[config.mk]
export PLATFORM = sky130hd
export DESIGN_NAME = fp_to_pcm
export DESIGN_NICKNAME = d
export VERILOG_FILES = /design/src/rtl/fp_to_pcm_pkg.sv /design/src/rtl/fp_classify.sv /design/src/rtl/fp_to_pcm.sv
export SDC_FILE = /design/constraint.sdc
export NUM_CORES = 1
export LEC_CHECK = 0
export CAP_MARGIN = 20
export CORE_MARGIN = 5
export CORE_UTILIZATION = 60
export CTS_CLUSTER_DIAMETER = 150
export DETAILED_ROUTE_END_ITERATION = 16
export PLACE_DENSITY = 0.95
export RECOVER_POWER = 50
export SLEW_MARGIN = 15
export SYNTH_ARGS = -nofsm -noshare
export SYNTH_HDL_FRONTEND = slang
export SYNTH_SLANG_ARGS = --single-unit
[constraint.sdc]
create_clock -name clk -period 4.2 [get_ports clk]
set_input_delay 1.26 -clock clk [delete_from_list [all_inputs] [get_ports clk]]
set_output_delay 1.26 -clock clk [all_outputs]
set_load 0.005 [all_outputs]
[src/rtl/fp_to_pcm_pkg.sv]
`default_nettype none
// ============================================================================
// Module  : fp_to_pcm_pkg
// Brief   : Shared float field constants, FSM states and field helpers.
// Revision: 1.0 - initial release
// ============================================================================
package fp_to_pcm_pkg;

  localparam int C_EXP_BIAS = 127;
  localparam int C_EXP_W    = 8;
  localparam int C_MANT_W   = 23;
  localparam int C_MAG_W    = C_MANT_W + 2;

  typedef enum logic [2:0] {
    IDLE   = 3'd0,
    DECODE = 3'd1,
    SHIFT  = 3'd2,
    FINISH = 3'd3,
    OUT    = 3'd4
  } state_t;

  function automatic logic fp_sign(input logic [31:0] f);
    return f[31];
  endfunction

  function automatic logic [C_EXP_W-1:0] fp_exp(input logic [31:0] f);
    return f[30:23];
  endfunction

  function automatic logic [C_MANT_W-1:0] fp_mant(input logic [31:0] f);
    return f[22:0];
  endfunction

endpackage
`default_nettype wire

[src/rtl/fp_classify.sv]
`default_nettype none
// ============================================================================
// Module  : fp_classify
// Brief   : Combinational IEEE-754 single class decode from exponent/mantissa.
// Revision: 1.0 - initial release
// ============================================================================
module fp_classify
  import fp_to_pcm_pkg::*;
(
  input  logic [C_EXP_W-1:0]  exp,
  input  logic [C_MANT_W-1:0] mant,
  output logic                is_zero,
  output logic                is_denorm,
  output logic                is_inf,
  output logic                is_nan
);

  logic w_exp_min;
  logic w_exp_max;
  logic w_mant_nz;

  assign w_exp_min = (exp == '0);
  assign w_exp_max = (&exp);
  assign w_mant_nz = (|mant);

  assign is_zero   = w_exp_min && !w_mant_nz;
  assign is_denorm = w_exp_min &&  w_mant_nz;
  assign is_inf    = w_exp_max && !w_mant_nz;
  assign is_nan    = w_exp_max &&  w_mant_nz;

endmodule
`default_nettype wire

[src/rtl/fp_to_pcm.sv]
`default_nettype none
// ============================================================================
// Module  : fp_to_pcm
// Brief   : Iterative float32 -> signed Q1.(OUT_W-1) PCM converter with
//           round/saturate and valid/ready on both sides.
//           FP2PCM_ROUND_EN: round half away from zero (else truncate).
// Revision: 1.0 - initial release
// ============================================================================
module fp_to_pcm
  import fp_to_pcm_pkg::*;
#(
  parameter int OUT_W = 16
) (
  input  logic             clk,
  input  logic             reset,
  input  logic             in_valid,
  output logic             in_ready,
  input  logic [31:0]      in_data,
  output logic             out_valid,
  input  logic             out_ready,
  output logic [OUT_W-1:0] out_data,
  output logic             out_sat
);

  // Right-shift distance that maps the hidden-one magnitude onto the PCM LSB.
  localparam int C_RSH_BASE = C_EXP_BIAS + C_MANT_W + 1;
  localparam logic [C_MAG_W:0] C_POS_MAX = (C_MAG_W+1)'((64'd1 << (OUT_W-1)) - 64'd1);
  localparam logic [C_MAG_W:0] C_NEG_MAX = (C_MAG_W+1)'(64'd1 << (OUT_W-1));

  state_t               r_state;
  state_t               w_state_next;
  logic                 r_sign;
  logic [C_EXP_W-1:0]   r_exp;
  logic [C_MAG_W-1:0]   r_mag;
  logic [C_MAG_W-1:0]   w_mag_shr;
  logic [4:0]           r_rem;
  logic [2:0]           w_step;
  logic signed [9:0]    w_r;
  logic                 w_is_zero;
  logic                 w_is_denorm;
  logic                 w_is_inf;
  logic                 w_is_nan;
  logic                 w_to_zero;
  logic                 w_to_sat;
  logic [C_MAG_W:0]     w_rounded;
  logic [OUT_W-1:0]     w_pcm_mag;
  logic [OUT_W-1:0]     w_pcm;
  logic                 w_sat;
  logic [OUT_W-1:0]     r_out_data;
  logic                 r_out_sat;

  fp_classify u_classify (
    .exp       (r_exp),
    .mant      (r_mag[C_MANT_W-1:0]),
    .is_zero   (w_is_zero),
    .is_denorm (w_is_denorm),
    .is_inf    (w_is_inf),
    .is_nan    (w_is_nan)
  );

  assign w_r       = $signed(10'(C_RSH_BASE - OUT_W)) - $signed({2'b00, r_exp});
  assign w_to_zero = w_is_zero || w_is_denorm || w_is_nan || (w_r > 10'sd24);
  assign w_to_sat  = !w_to_zero && (w_is_inf || (w_r < 10'sd1));

  assign w_step    = (r_rem > 5'd4) ? 3'd4 : r_rem[2:0];
  assign w_mag_shr = r_mag >> w_step;

`ifdef FP2PCM_ROUND_EN
  logic r_guard;
  logic w_guard_next;

  always_comb begin
    w_guard_next = r_guard;
    case (w_step)
      3'd1:    w_guard_next = r_mag[0];
      3'd2:    w_guard_next = r_mag[1];
      3'd3:    w_guard_next = r_mag[2];
      3'd4:    w_guard_next = r_mag[3];
      default: w_guard_next = r_guard;
    endcase
  end

  always_ff @(posedge clk) begin
    if (reset || r_state == DECODE) begin
      r_guard <= 1'b0;
    end else if (r_state == SHIFT) begin
      r_guard <= w_guard_next;
    end
  end

  assign w_rounded = {1'b0, r_mag} + {{C_MAG_W{1'b0}}, r_guard};
`else
  assign w_rounded = {1'b0, r_mag};
`endif

  always_comb begin
    w_sat     = 1'b0;
    w_pcm_mag = w_rounded[OUT_W-1:0];
    w_pcm     = r_sign ? -w_pcm_mag : w_pcm_mag;
    if (!r_sign && (w_rounded > C_POS_MAX)) begin
      w_pcm = C_POS_MAX[OUT_W-1:0];
      w_sat = 1'b1;
    end else if (r_sign && (w_rounded > C_NEG_MAX)) begin
      w_pcm = C_NEG_MAX[OUT_W-1:0];
      w_sat = 1'b1;
    end
  end

  always_ff @(posedge clk) begin
    if (reset) begin
      r_state <= IDLE;
    end else begin
      r_state <= w_state_next;
    end
  end

  always_comb begin
    w_state_next = r_state;
    case (r_state)
      IDLE:    if (in_valid) w_state_next = DECODE;
      DECODE:  w_state_next = (w_to_zero || w_to_sat) ? FINISH : SHIFT;
      SHIFT:   if (r_rem <= 5'd4) w_state_next = FINISH;
      FINISH:  w_state_next = OUT;
      OUT:     if (out_ready) w_state_next = IDLE;
      default: w_state_next = IDLE;
    endcase
  end

  always_ff @(posedge clk) begin
    if (reset) begin
      r_sign     <= 1'b0;
      r_exp      <= '0;
      r_mag      <= '0;
      r_rem      <= '0;
      r_out_data <= '0;
      r_out_sat  <= 1'b0;
    end else begin
      case (r_state)
        IDLE: begin
          if (in_valid) begin
            r_sign <= fp_sign(in_data);
            r_exp  <= fp_exp(in_data);
            r_mag  <= {2'b01, fp_mant(in_data)};
          end
        end
        DECODE: begin
          r_rem <= w_r[4:0];
          // Forcing an oversized magnitude lets the clamp produce the sign-dependent limit.
          if (w_to_zero) begin
            r_mag <= '0;
          end else if (w_to_sat) begin
            r_mag <= '1;
          end
        end
        SHIFT: begin
          r_mag <= w_mag_shr;
          r_rem <= r_rem - {2'b00, w_step};
        end
        FINISH: begin
          r_out_data <= w_pcm;
          r_out_sat  <= w_sat;
        end
        default: begin
        end
      endcase
    end
  end

  assign in_ready  = (r_state == IDLE);
  assign out_valid = (r_state == OUT);
  assign out_data  = r_out_data;
  assign out_sat   = r_out_sat;

endmodule
`default_nettype wire

==> summary.md, run 1 <==
| Metric | Value |
|---|---|
| Status | `complete, but fails checks` |
| Failing checks | `capacitance limit, slew limit` |
| Worst-Margin Slew | `1680 ps` |
| Hold Crit Class | `register to register` |
| # diodes | `0` |
| CTS Sinks | `59` |
| Register area | `1180 um^2` |
| Core area | `6830 um^2` |
| Max clock buf depth | `2` |
| Layout cells sized above 1 | `0.0723` |
| Slew HR | `-0.134` |
| Root Buffer | `clkbuf_8` |
| Die area | `8830 um^2` |
| Yosys reg bits | `59` |
| Initial Utilization | `0.619` |
| CP required | `4400 ps` |
| Wire per inst | `19.0 um` |
| Hold WS | `491 ps` |
| Hpwl dp | `8090 um` |
| Final non-filler cell area | `4940 um^2` |
| Period minus WS final | `3600 ps` |
| Via count | `4611` |
| Critical R2R Launch | `r_exp[3]` |
| Antenna violations before repair | `0` |
| Remaining DRCs | `0` |
| F_max | `278 MHz` |
| Setup Fix Bufs, Post-CTS | `0` |
| Fin. Hold Viols | `0` |
| Final #Nets | `604` |
| Post-synthesis sequential area ratio | `0.279` |
| Unrepaired setup endpoints after global routing | `no` |
| Warnings, synthesis | `0` |
| Dpl cells | `646` |
| Post-DP Area | `4730 um^2` |
| Crit-path cells | `or4_1, o221a_2, o41ai_1, buf_6, o21ai_0, a32oi_1, o22ai_1` |
| Floorplan row count | `30` |
| IO Count | `55` |
| Worst r2r dst | `r_mag[10]` |
| Vias in the first global route | `4266` |
| RD Place Congestion | `0.887` |
| Crit path max fanout | `15` |
| CTS tree | `built` |
| Cts bufs inserted | `9` |
| Launching element of the worst setup path | `r_exp[3]` |
| Worst path max stage delay | `1420 ps` |
| Syn Nets | `585` |
| DR pass1 iterations | `6` |
| Clock-pin slew on the worst setup and hold paths | `80 ps` |
| Critical path arrival | `3800 ps` |
| GRT met2 Usage | `0.472` |
| Hold Path Stages | `2` |
| Startpoint Class | `register` |
| LEAKAGE | `1.76 nW` |
| Fin util | `0.723` |
| GRT Max-Usage Layer | `met2` |
| GRT met1 Usage | `0.368` |
| GRT Util Overall | `0.291` |
| FILL cells | `532` |
| Largest net degree at the start of global routing | `36` |
| Area Overhead vs Synth | `16.7%` |
| Post-CTS Hold Fix Bufs | `0` |
| Ys flop type | `dfxtp_1` |
| Peak VDD IR | `295 uV` |
| Final period utilization | `0.856` |
| Post-synth EDFFs | `0` |
| CP max stage cell | `o41ai_1` |
| Post-Syn Instances | `543` |
| R2R depth | `7` |
| CP Class | `register to register` |
| Maxcap violations | `1` |
| Final setup fails | `0` |
| DRT iter0 DRCs | `705` |
| Die X | `94.0 um` |
| # port buffers | `54` |
| Multi-input gate area | `2770 um^2` |
| Worst-Skew Late Latency | `360 ps` |
| Met3 Track Usage GR | `0.0617` |
| CTS-repair resized insts | `0` |
| Syn_area_per_cell | `7.79 um^2` |
| Final wirelength | `12600 um` |
| Chip Height | `94.0 um` |
| Pwr/cell area | `520 nW/um^2` |
| Final ANT Viol Nets | `0` |
| Hold endpoint | `out_data[11]` |
| Post-route setup TNS | `0 ps` |
| Count of different cell masters after synthesis | `63` |
| Netlist Area Pre-Place | `4230 um^2` |
| Non-Filler Instances | `663` |
| R2R setup slack | `600 ps` |
| H-tree levels | `3` |
| Final Max Slew Viols | `10` |
| Crit end category | `register` |
| First-pass GRT wire length | `20800 um` |
| Vias per inst | `6.95` |
| Post-synth ARST share | `0` |
| HP Start | `out_data[11]` |
| GRT overflow | `0` |
| Final Skew | `8.82 ps` |
==> cell type report <==
type	count	area share
clock inverter	7	0.0187
timing repair buffer	65	0.126
clock buffer	9	0.0251
sequential	59	0.239
multi-input combinational	418	0.560
tap	96	0.0243
inverter	9	0.00684
==> cell families (layout without fill, tap and decap cells) <==
family,count (synthesis),count (layout),synth area share
AO/OA/AOI/OAI,181,181,0.283
AND/OR/NAND/NOR,169,169,0.199
buffers and inverters,66,90,0.0659
flip-flops,59,59,0.279
multiplexers,54,54,0.140
XOR/XNOR,7,7,0.0145
adder cells (fa/ha/maj),6,6,0.0177
other,1,1,0.000886
==> how the worst max path moves through the flow <==
| stage | slack (ps) | depth (start not counted) | endpoint |
|---|---|---|---|
| 6_report | 600 | 7 | r_mag[10] |
| 3_3_place_gp | 1310 | 6 | r_mag[11] |
| 5_1_grt | 410 | 7 | r_mag[15] |
| 3_5_place_dp | 1160 | 6 | r_mag[12] |
| 2_1_floorplan | 1850 | 8 | r_mag[17] |
| 4_1_cts | 920 | 2 | in_ready |
==> metal layers <==
metal | vias to the layer above | share of wire
met2 | 352 | 0.47
met4 | 0 | 0.034
met3 | 72 | 0.11
li1 | 2070 | -
met1 | 2117 | 0.38
met5 | - | 0
==> critical path, delay by kind of cell, from the launching register on <==
kind,cells,cell delay (ps)
compound gates,5,2230
simple gates,1,550
flops,1,380
buf+inv,1,280
==> cells in the final DEF (no fill, tap or decap), types with 4 or more instances in the layout <==
| master | n |
|---|---|
| mux2i_1 | 48 |
| clkdlybuf4s50_1 | 35 |
| a32oi_1 | 19 |
| o21ai_0 | 29 |
| dfxtp_1 | 59 |
| xor2_1 | 4 |
| clkbuf_8 | 9 |
| o21ai_1 | 11 |
| dlygate4sd3_1 | 18 |
| nand2_1 | 56 |
| or3_1 | 10 |
| inv_1 | 8 |
| nand3_1 | 4 |
| buf_4 | 10 |
| a311oi_1 | 6 |
| mux4_2 | 4 |
| nor3_1 | 22 |
| ha_1 | 6 |
| o211ai_1 | 5 |
| nor2_1 | 32 |
| nand4_1 | 4 |
| nand2b_1 | 6 |
| a211oi_1 | 5 |
| nor2b_1 | 4 |
| o22ai_1 | 19 |
| nor4_1 | 11 |
| a21oi_1 | 57 |
==> where the power goes <==
part	total (W)	internal, W	switching, W	leakage (nW)
clock	0.000589	0.000331	0.000258	0.101
combinational	0.00109	0.000488	0.000605	1.17
sequential	0.000884	0.000656	0.000228	0.484
total	0.00257	0.00148	0.00109	1.76
==> per-stage QoR <==
stage / power (W) / worst slack, ps
after floorplan: 0.00166 / 1850
after global placement: 0.00188 / 1310
after detailed placement: 0.00193 / 1160
after CTS: 0.00252 / 919
after global routing: 0.00270 / 414
final: 0.00257 / 604
==> cell usage after synthesis, types with 3 or more instances <==
master	n	area (um^2)
mux2i_1	48	480
o22ai_1	19	119
ha_1	6	75.1
a32oi_1	19	166
nor3_1	23	115
a311oi_1	6	52.6
mux4_2	4	90.1
inv_1	8	30.0
nand4_1	4	25.0
nand3_1	4	20.0
nand2b_1	6	37.5
a211oi_1	5	37.5
o21ai_0	29	145
o21ai_1	11	55.1
buf_2	7	35.0
a21oi_1	57	285
or3_1	10	62.6
nor2b_1	4	25.0
xor2_1	4	35.0
xnor2_1	3	26.3
buf_1	6	22.5
nand2_1	56	210
o31a_1	3	26.3
o211ai_1	5	37.5
dfxtp_1	59	1180
nor4_1	11	68.8
nor2_1	32	120
and2_1	4	25.0
clkbuf_1	40	150
a211o_1	3	26.3
==> sequential cells by signal (all words and copies together), names as in the netlist <==
signal and cells:
out_data 16, r_rem 5, r_mag 25, r_sign 1, r_exp 8, out_sat 1
r_state 3
Note: power is estimated with default switching activity, not from simulation.
==> inputs of run 2 (changes only) <==
DONT_BUFFER_PORTS = 1   (was unset)
GPL_ROUTABILITY_DRIVEN = 0   (was unset)
PLACE_DENSITY = 0.87   (was 0.95)
SKIP_LAST_GASP = 1   (was unset)
==> run 2 against run 1 <==
- the run now ends clean
- via count down 9.0%
- critical path depth fell by 6
- clock-buffer cell count up 1
- setup slack improved by 760 ps
- non-clock buffer count decreased by 55
- register-to-register slack better by 860 ps
- sequential cell count did not move
- die area unchanged
- sequential share of layout area rose by 3.0 points
- critical path type is now register to primary output
- largest power group unchanged
==> summary.md, run 2 (same netlist as run 1, synthesis figures left out) <==
| Metric | Value |
|---|---|
| Status | `finished, final reports clean` |
| GRT Util Overall | `0.264 (-0.0275)` |
| CP max stage cell | `dfxtp_1` |
| Final Max Slew Viols | `0 (-10)` |
| Tot Pwr | `0.00239 W (-6.7%)` |
| Final wirelength | `11400 um (-9.3%)` |
| Crit-path cells | `nor3_1` |
| Pwr/cell area | `546 nW/um^2 (+5.1%)` |
| H-tree levels | `3 (unchanged)` |
| Area Overhead vs Synth | `3.61%` |
| Via count | `4196 (-9.0%)` |
| Max FFs per register | `25 (unchanged)` |
| Startpoint Class | `register` |
| Fin util | `0.642 (-0.0813)` |
| CP Class | `register to primary output` |
| Buffers & Inverters on Critical Path | `0 (-1)` |
| Maxcap violations | `0 (-1)` |
| First-pass GRT wire length | `19000 um (-8.8%)` |
| Floorplan row count | `30 (unchanged)` |
| # port buffers | `0 (-100%)` |
| CTS tree | `built` |
| Clock-pin slew on the worst setup and hold paths | `70 ps (about the same)` |
| LEAKAGE | `1.49 nW (-15%)` |
| Setup Fix Bufs, Post-CTS | `0 (unchanged)` |
| Critical path arrival | `1580 ps (-2220 ps)` |
| Post-route setup TNS | `0 ps (unchanged)` |
| Pre-CTS setup slack | `1240 ps (+80.5 ps)` |
| Hold Crit Class | `register to register` |
| CTS-repair resized insts | `0 (unchanged)` |
| Worst-Skew Late Latency | `340 ps (-20 ps)` |
| Max clock buf depth | `2 (unchanged)` |
| Fin. Hold Viols | `0 (unchanged)` |
| Crit path max fanout | `31 (+16)` |
| # diodes | `0 (unchanged)` |
| Wire per inst | `18.8 um (-1.1%)` |
| Root Buffer | `clkbuf_8` |
| R2R setup slack | `1460 ps (+860 ps)` |
| Vias per inst | `6.90 (-0.77%)` |
| Antenna violations before repair | `0 (unchanged)` |
| Final period utilization | `0.676 (-0.181)` |
| DR pass1 iterations | `7 (+1)` |
| Peak VDD IR | `292 uV (-0.91%)` |
| Worst-Margin Slew | `1060 ps (-617 ps)` |
| Vias in the first global route | `4043 (-5.2%)` |
| F_max | `352 MHz (+27%)` |
| Largest net degree at the start of global routing | `62 (+72%)` |
| Period minus WS final | `2840 ps (-759 ps)` |
| Unrepaired setup endpoints after global routing | `no` |
| Die X | `94.0 um (unchanged)` |
| Top delay family on crit path | `flip-flops` |
| Initial Utilization | `0.619 (unchanged)` |
| Chip Height | `94.0 um (unchanged)` |
| Final Skew | `8.93 ps (+0.105 ps)` |
| Remaining DRCs | `0 (unchanged)` |
| Biggest register | `r_mag` |
| Hpwl dp | `7500 um (-7.3%)` |
| Most frequent cells in the layout | `59 x dfxtp_1, 57 x a21oi_1, 56 x nand2_1, 48 x mux2i_1, 32 x nor2_1` |
| CP required | `2940 ps (-1460 ps)` |
| GRT overflow | `0 (unchanged)` |
| DRT iter0 DRCs | `592 (-16%)` |
| Crit end category | `primary output` |
| Layout cells sized above 1 | `0.0742 (+0.00191)` |
| Final #Nets | `549 (-9.1%)` |
| Final setup fails | `0 (unchanged)` |
| CTS Sinks | `59 (unchanged)` |
| Final WS setup | `1360 ps (+759 ps)` |
| IO Count | `55 (unchanged)` |
| Core area | `6830 um^2 (unchanged)` |
| Post-CTS Hold Fix Bufs | `0 (unchanged)` |
| Cts bufs inserted | `9 (unchanged)` |
| Commonest non-fill, non-tap cell in the layout | `dfxtp_1` |
| Die area | `8830 um^2 (unchanged)` |
| Final ANT Viol Nets | `0 (unchanged)` |
| Worst path max stage delay | `1020 ps (-400 ps)` |
| Slew HR | `0.291 (+0.425)` |
[run 2: power breakdown]
group | internal (W) | total (W) | switching, W
clock | 0.000285 | 0.000516 | 0.000231
sequential | 0.000656 | 0.000880 | 0.000224
combinational | 0.000440 | 0.000998 | 0.000557
total | 0.00138 | 0.00239 | 0.00101
[run 2: path summary, 6_finish.rpt]
check,start,to,cells past startpoint
worst min register to register,r_exp[0],r_exp[0],2
worst max-delay path,r_state[0],out_valid,1
worst min-delay path,r_exp[0],r_exp[0],2
worst max register to register,r_mag[1],r_mag[3],9
[run 2: cell type report]
type                    instances  area [um^2]
inverters                       9         33.8
flip-flops and latches         59         1180
fillers                       612         2450
multi-input cells             418         2790
clock inverters                 6         55.1
well taps                      96          120
repair buffers                 10         71.3
clock buffers                  10          138
[run 2: through the flow]
| step | hold WS, ps | instances | area, um^2 |
|---|---|---|---|
| floorplan | 458 | 543 | 4230 |
| global placement | 470 | 590 | 4180 |
| detailed placement | 479 | 590 | 4180 |
| CTS | 489 | 606 | 4370 |
| global route | 515 | 608 | 4380 |
| finish | 490 | 608 | 4380 |
[run 2: per-layer routing]
metal	GRT usage	up-vias	wire length, um
met5	0	-	0
met4	0.123	0	290
met3	0.0689	37	1110
met2	0.433	252	5480
met1	0.321	1943	4530
li1	-	1964	-
